[config.mk]
export PLATFORM = sky130hd
export DESIGN_NAME = key_event_flat
export DESIGN_NICKNAME = d
export VERILOG_FILES = /design/src/rtl/key_event_if.sv /design/src/rtl/key_event.sv /design/src/flat_wrapper.sv
export SDC_FILE = /design/constraint.sdc
export NUM_CORES = 1
export LEC_CHECK = 0
export CAP_MARGIN = 20
export CORE_UTILIZATION = 30
export DETAILED_ROUTE_END_ITERATION = 7
export DONT_BUFFER_PORTS = 1
export GPL_ROUTABILITY_DRIVEN = 0
export PLACE_DENSITY = 0.54
export SLEW_MARGIN = 20
export SYNTH_ARGS = -nofsm -noshare
export SYNTH_HDL_FRONTEND = slang
export SYNTH_SLANG_ARGS = --single-unit
export TNS_END_PERCENT = 30
[constraint.sdc]
create_clock -name clk -period 6.45 [get_ports clk]
set_input_delay 0.9675 -clock clk [delete_from_list [all_inputs] [get_ports clk]]
set_output_delay 0.9675 -clock clk [all_outputs]
set_load 0.01 [all_outputs]
[src/rtl/key_event_if.sv]
// key_event_if: debounced button level in, registered key events out.
interface key_event_if;
  logic btn;
  logic press;
  logic release_evt;
  logic long;
  logic repeat_evt;
  logic step;
  logic held;
  modport master(output btn, input press, release_evt, long, repeat_evt, step, held);
  modport slave(input btn, output press, release_evt, long, repeat_evt, step, held);
endinterface

[src/rtl/key_event.sv]
// key_event: turns a debounced button level into press/release/long/repeat pulses and a step strobe.
module key_event #(
  parameter int HOLD_CYCLES   = 25_000_000,
  parameter int REPEAT_CYCLES = 5_000_000,
  parameter int CNT_W         = 25
) (
  input logic         clk,
  input logic         clr_n,
  key_event_if.slave  bus
);
  typedef enum logic [1:0] {IDLE, PRESSED, REPEAT} state_t;
  localparam logic [CNT_W-1:0] HOLD_END = CNT_W'(HOLD_CYCLES - 1);
  localparam logic [CNT_W-1:0] REP_END  = CNT_W'(REPEAT_CYCLES - 1);
  state_t state, state_n;
  logic [CNT_W-1:0] cnt, cnt_n;
  logic press_n, rel_n, long_n, rep_n;
  // a low btn on a long/repeat boundary edge releases instead of firing the event
  always_comb begin
    state_n = state;
    cnt_n   = cnt;
    press_n = 1'b0;
    rel_n   = 1'b0;
    long_n  = 1'b0;
    rep_n   = 1'b0;
    case (state)
      IDLE: begin
        state_n = bus.btn ? PRESSED : IDLE;
        cnt_n   = {{(CNT_W-1){1'b0}}, bus.btn};
        press_n = bus.btn;
      end
      PRESSED: begin
        state_n = !bus.btn ? IDLE : (cnt == HOLD_END) ? REPEAT : PRESSED;
        cnt_n   = (!bus.btn || cnt == HOLD_END) ? '0 : cnt + 1'b1;
        rel_n   = !bus.btn;
        long_n  = bus.btn && cnt == HOLD_END;
      end
      default: begin
        state_n = bus.btn ? REPEAT : IDLE;
        cnt_n   = (!bus.btn || cnt == REP_END) ? '0 : cnt + 1'b1;
        rel_n   = !bus.btn;
        rep_n   = bus.btn && cnt == REP_END;
      end
    endcase
  end
  always_ff @(posedge clk or negedge clr_n) begin
    if (!clr_n) begin
      state           <= IDLE;
      cnt             <= '0;
      bus.press       <= 1'b0;
      bus.release_evt <= 1'b0;
      bus.long        <= 1'b0;
      bus.repeat_evt  <= 1'b0;
      bus.step        <= 1'b0;
      bus.held        <= 1'b0;
    end else begin
      state           <= state_n;
      cnt             <= cnt_n;
      bus.press       <= press_n;
      bus.release_evt <= rel_n;
      bus.long        <= long_n;
      bus.repeat_evt  <= rep_n;
      bus.step        <= press_n | rep_n;
      bus.held        <= state_n != IDLE;
    end
  end
endmodule

[src/flat_wrapper.sv]
// flat-port wrapper written by rule: the top's interface ports become plain ports
module key_event_flat 
#(
  parameter int HOLD_CYCLES   = 25_000_000,
  parameter int REPEAT_CYCLES = 5_000_000,
  parameter int CNT_W         = 25
)
  (clk, clr_n, bus_btn, bus_press, bus_release_evt, bus_long, bus_repeat_evt, bus_step, bus_held);
  key_event_if bus_i ();
  input logic clk;
  input logic clr_n;
  input wire logic [$bits(bus_i.btn)-1:0] bus_btn;
  output wire logic [$bits(bus_i.press)-1:0] bus_press;
  output wire logic [$bits(bus_i.release_evt)-1:0] bus_release_evt;
  output wire logic [$bits(bus_i.long)-1:0] bus_long;
  output wire logic [$bits(bus_i.repeat_evt)-1:0] bus_repeat_evt;
  output wire logic [$bits(bus_i.step)-1:0] bus_step;
  output wire logic [$bits(bus_i.held)-1:0] bus_held;
  assign bus_i.btn = bus_btn;
  assign bus_press = bus_i.press;
  assign bus_release_evt = bus_i.release_evt;
  assign bus_long = bus_i.long;
  assign bus_repeat_evt = bus_i.repeat_evt;
  assign bus_step = bus_i.step;
  assign bus_held = bus_i.held;
  key_event #(.HOLD_CYCLES(HOLD_CYCLES), .REPEAT_CYCLES(REPEAT_CYCLES), .CNT_W(CNT_W)) u_core (.clk(clk), .clr_n(clr_n), .bus(bus_i));
endmodule
Word level (Yosys, flattened, before mapping)

Index checks and enable logic that the tools add are counted.

Bits in latches: 0
Input bits: 3
Memories: 0
Memory bits (writable): 0
Bits in registers: 33
Output and inout port bits: 6
Memory bits (read-only): 0
Logic and storage cells: 33

Shift operators: 0
Reduce and logical (&&, ||, !) cells: 8
Div/mod/pow operators: 0
Bitwise gates (word level): 1
Multiply operators: 0
Eq/ne operators: 3
$add $sub $neg: 1
Muxes and demuxes: 12
Order comparisons: 0

Operators by type and width:

| operator                                               | count |
|---|---|
| two-way mux 25 bit                                     | 2 |
| case mux 25 bit (2 select lines)                       | 1 |
| adder 25 x 1 -> 25 bit (second input constant)         | 1 |
| equality test 25 x 23 -> 1 bit (second input constant) | 1 |
| equality test 25 bit (second input constant)           | 1 |
| two-way mux 2 bit                                      | 3 |
| two-way mux 1 bit                                      | 5 |
| case mux 2 bit (2 select lines)                        | 1 |
| equality test 2 x 1 -> 1 bit (second input constant)   | 1 |
| logical AND 1 bit                                      | 2 |
| logical NOT 2 bit                                      | 1 |
| logical OR 1 bit                                       | 2 |
| nonzero test 2 bit                                     | 1 |
| OR reduction 2 bit                                     | 1 |
| logical NOT 1 bit                                      | 1 |
| bitwise OR 1 bit                                       | 1 |

Depth between registers and ports, before layout

Depth after elaboration: 5
Depth in mapped cells: 7

Worst setup path before layout

Ideal clock, no wire load.

Path kind: register -> register
Start: register u_core.cnt[7]
End: register u_core.cnt[24]
Setup time: 145 ps
Arrival: 1933 ps
Clock period less this slack: 2078 ps
Setup slack: 4372 ps
Cell stages (with the launch flop): 7
Data required time: 6305 ps
Cell sequence: dfrtp_1 -> buf_6 -> or4b_1 -> or3_4 -> o311ai_4 -> buf_6 -> a22oi_1

Cells in the longest elaborated chain, start to end: 4
Elaborated cells on any way between the ends: 8
Those cells by class: add/sub: 1; eq/ne: 2; mux: 3; reduce/logical: 2

Ends and longest elaborated chain:

| what                                                           | line            | RTL |
|---|---|---|
| start: declaration                                             | key_event.sv:15 | `logic [CNT_W-1:0] cnt, cnt_n;` |
| start signal: assignment                                       | key_event.sv:57 | `cnt <= cnt_n;` |
| branches (longest 3 deep; another with adder 25 x 1 -> 25 bit) | --              |  |
| case mux 25 bit (2 select lines) (*)                           | key_event.sv:25 | `case (state)` |
| via u_core.cnt_n[24]                                           | key_event.sv:15 |  |

Mark *: on every way through the listed nets, which the timed path passes.

Final worst setup path

Start: register u_core.cnt[15]
End: register u_core.cnt[1]

Cells in the longest elaborated chain, start to end: 4
Elaborated cells on any way between the ends: 7
Those cells by class: eq/ne: 2; mux: 3; reduce/logical: 2

Ends and longest elaborated chain:

| what                                                                   | line |
|---|---|
| equality test 25 x 23 -> 1 bit or equality test 25 bit (tied branches) | key_event.sv:39, key_event.sv:33 |
| logical OR 1 bit, on equally long branches                             | key_event.sv:39, key_event.sv:33 |
| two-way mux 25 bit, on equally long branches                           | key_event.sv:39, key_event.sv:33 |
| case mux 25 bit (2 select lines) (*)                                   | key_event.sv:25 |
| via u_core.cnt_n[1]                                                    | key_event.sv:15 |

Mark *: on every way through the listed nets, which the timed path passes. The rest lies on a longest branch.

==> impl_metrics.json <==
{
  "yosysTopAreaCell": "dfrtp_1",
  "synth.area.top_cells": "dfrtp_1 47%, a22oi_1 4.2%, a21oi_1 3.7%",
  "rsz0062_at_grt": "false",
  "synth-edff-count": 0,
  "synth.cell_area_sq_um": 1770,
  "path_clk_slew_ns": 0.07,
  "crit_chain": "or4b_1 -> or3_4 -> o311ai_4 -> a21boi_0",
  "final_cell_mix": "33 x dfrtp_1, 13 x nand2_1, 13 x a21oi_1",
  "cpLargestDelayFamily": "compound AO/OA/AOI/OAI gates",
  "timing.slew.headroom": 0.331,
  "reg2regPathDepth": 4,
  "hold_viol_final": 0,
  "syn_area_per_cell_sq_um": 10.2,
  "rows": 27,
  "ys_ff_latch": 33,
  "ys.flop_type": "dfrtp_1",
  "areaGrowthSynthToFinish_pct": 5.79,
  "wirelength_um": 3770,
  "syn_inst": 173,
  "power.density_nw_per_um2": 197,
  "synth_nets": 177,
  "post_drt_wl_per_cell_um": 15.6,
  "drc_errors": 0,
  "drive_gt1_frac": 0.0824,
  "io_pins": 9,
  "die_height_um": 78.9,
  "yosysTopAreaCellShare": 0.466,
  "end_kind": "flip-flop",
  "grt_pass1_vias": 1289,
  "num_antenna_cells": 0,
  "reg2reg_from": "u_core.cnt[15]$_DFF_PN0_",
  "hp-class": "input port to async pin",
  "cts.path.max_buffers": 2,
  "postCtsSetupBuffers": 0,
  "status": "complete, no violations",
  "final_nets": 173,
  "drtPass1Iterations": 4,
  "ys_warn_count": 0,
  "dr_total_vias": 1322,
  "clkLatencyLatePin_ns": 0.28,
  "cap_violations": 0,
  "synthArstFlopShare": 1.00,
  "grt_pass1_wl_um": 6420,
  "final_util": 0.334,
  "path_buf_inv": 0,
  "reg2reg_to": "u_core.cnt[1]$_DFF_PN0_",
  "grt_max_degree": 34,
  "cts_hold_buf": 0,
  "report.final.slew_viol_count": 0,
  "rrSetupSlack_ns": 3.84,
  "slowest_delay_ns": 0.84,
  "tightestPinTransition_ns": 1.00,
  "grt_use_total": 0.134,
  "leakage_nw": 0.668,
  "design.core.area_sq_um": 5610,
  "cts_inserted_buffers": 5,
  "arrival_ns": 2.70,
  "fin_skew_ns": 0.00600,
  "post_cts_resize_count": 0,
  "seq_area_frac_synth": 0.466,
  "drt_iter0_markers": 72,
  "final_common_cell": "dfrtp_1",
  "cp_max_fo": 24,
  "viasPerCell": 5.46,
  "start_kind": "flip-flop",
  "setup_viol": 0,
  "ys_types": 38,
  "fin_crit_sh": 0.404,
  "critical_path_class": "flip-flop to flip-flop",
  "dp_hpwl_um": 2610,
  "antenna_found_initial": 0,
  "die-width_um": 78.9,
  "initial_core_util": 0.316,
  "ant_nets": 0,
  "htreeDepth": 2,
  "grt_overflow": 0,
  "cts_tree": "built",
  "root_buffer": "clkbuf_8",
  "max_freq_ghz": 0.384,
  "cp_slowest_cell": "o311ai_4",
  "fillers": 603,
  "port-buffer-count": 0,
  "tns_ns": 0,
  "die_area_sq_um": 6220,
  "peakVddDrop_mv": 0.0764,
  "timing.final.crit_period_ns": 2.61,
  "worstPathRequired_ns": 6.55,
  "cts_sinks": 33
}
synthesized netlist by cell type, drive strengths merged (2+ instances only):
| cell | instances |
|---|---|
| and3 | 3 |
| o41ai | 2 |
| nand2b | 2 |
| o311ai | 2 |
| dfrtp | 33 |
| a22oi | 10 |
| or3b | 2 |
| and4 | 3 |
| nand3 | 9 |
| nor2 | 4 |
| xor2 | 6 |
| or3 | 2 |
| nand2 | 13 |
| nor4bb | 2 |
| or4 | 9 |
| inv | 4 |
| nor4 | 4 |
| o31ai | 8 |
| nand4 | 9 |
| clkbuf | 5 |
| xnor2 | 7 |
| a21oi | 13 |
| nor3 | 5 |
| buf | 6 |
state kept, by name, indices dropped and copies added (netlist names):
register / count
u_core.bus.step: 1
u_core.state: 2
u_core.bus.held: 1
u_core.bus.press: 1
u_core.bus.release_evt: 1
u_core.bus.long: 1
u_core.cnt: 25
u_core.bus.repeat_evt: 1
worst max-delay path by stage:
stage / depth (start not counted) / from / to
2_1_floorplan: 6 / u_core.cnt[7]$_DFF_PN0_ / u_core.cnt[24]$_DFF_PN0_
5_1_grt: 5 / u_core.cnt[0]$_DFF_PN0_ / u_core.cnt[13]$_DFF_PN0_
4_1_cts: 4 / u_core.cnt[15]$_DFF_PN0_ / u_core.cnt[1]$_DFF_PN0_
3_5_place_dp: 4 / u_core.cnt[15]$_DFF_PN0_ / u_core.cnt[1]$_DFF_PN0_
3_3_place_gp: 4 / u_core.cnt[15]$_DFF_PN0_ / u_core.cnt[13]$_DFF_PN0_
6_report: 4 / u_core.cnt[15]$_DFF_PN0_ / u_core.cnt[1]$_DFF_PN0_
routing by layer:
metal / global-route usage / vias to the layer above / wire length (um)
li1: - / 649 / -
met2: 0.210 / 21 / 1800
met3: 0.0345 / 4 / 114
met4: 0.0509 / 0 / 49
met5: 0 / - / 0
met1: 0.177 / 648 / 1810
logic make-up (layout without fill, tap and decap cells):
kind of cell	Yosys count	after routing	synth area share
AOI/OAI and AO/OA	39	39	0.168
xor gates and xnor gates	13	13	0.0643
adders and majority gates	1	1	0.00706
buffers and inverters	15	12	0.0480
DFF	33	33	0.466
and+or+nand+nor	72	72	0.246
where the power goes:
part           total (mW)  switching, mW  internal, mW  leakage, nW
sequential          0.213        0.00324         0.210        0.451
clock               0.149         0.0743        0.0747       0.0450
combinational     0.00736        0.00444       0.00291        0.173
layout make-up:
class,count,area (sq um),share of cell area
clock buffers,6,72.6,0.0387
clock inverters,2,10.0,0.00534
inverters,4,15.0,0.00801
multi-input cells,125,861,0.459
flip-flops and latches,33,826,0.441
well taps,72,90.1,0.0481
stage by stage:
| stage | std cells | instance area (sq um) | total power [mW] | worst slack (ns) | hold WS, ns |
|---|---|---|---|---|---|
| final | 242 | 1870 | 0.369 | 3.84 | 0.373 |
| after global routing | 242 | 1870 | 0.384 | 3.62 | 0.352 |
| after CTS | 242 | 1870 | 0.373 | 3.80 | 0.367 |
| after detailed placement | 234 | 1790 | 0.224 | 3.80 | 0.575 |
| after global placement | 234 | 1790 | 0.224 | 3.84 | 0.564 |
| after floorplan | 173 | 1770 | 0.224 | 4.37 | 0.535 |
Power figures use the tool's default switching activity.
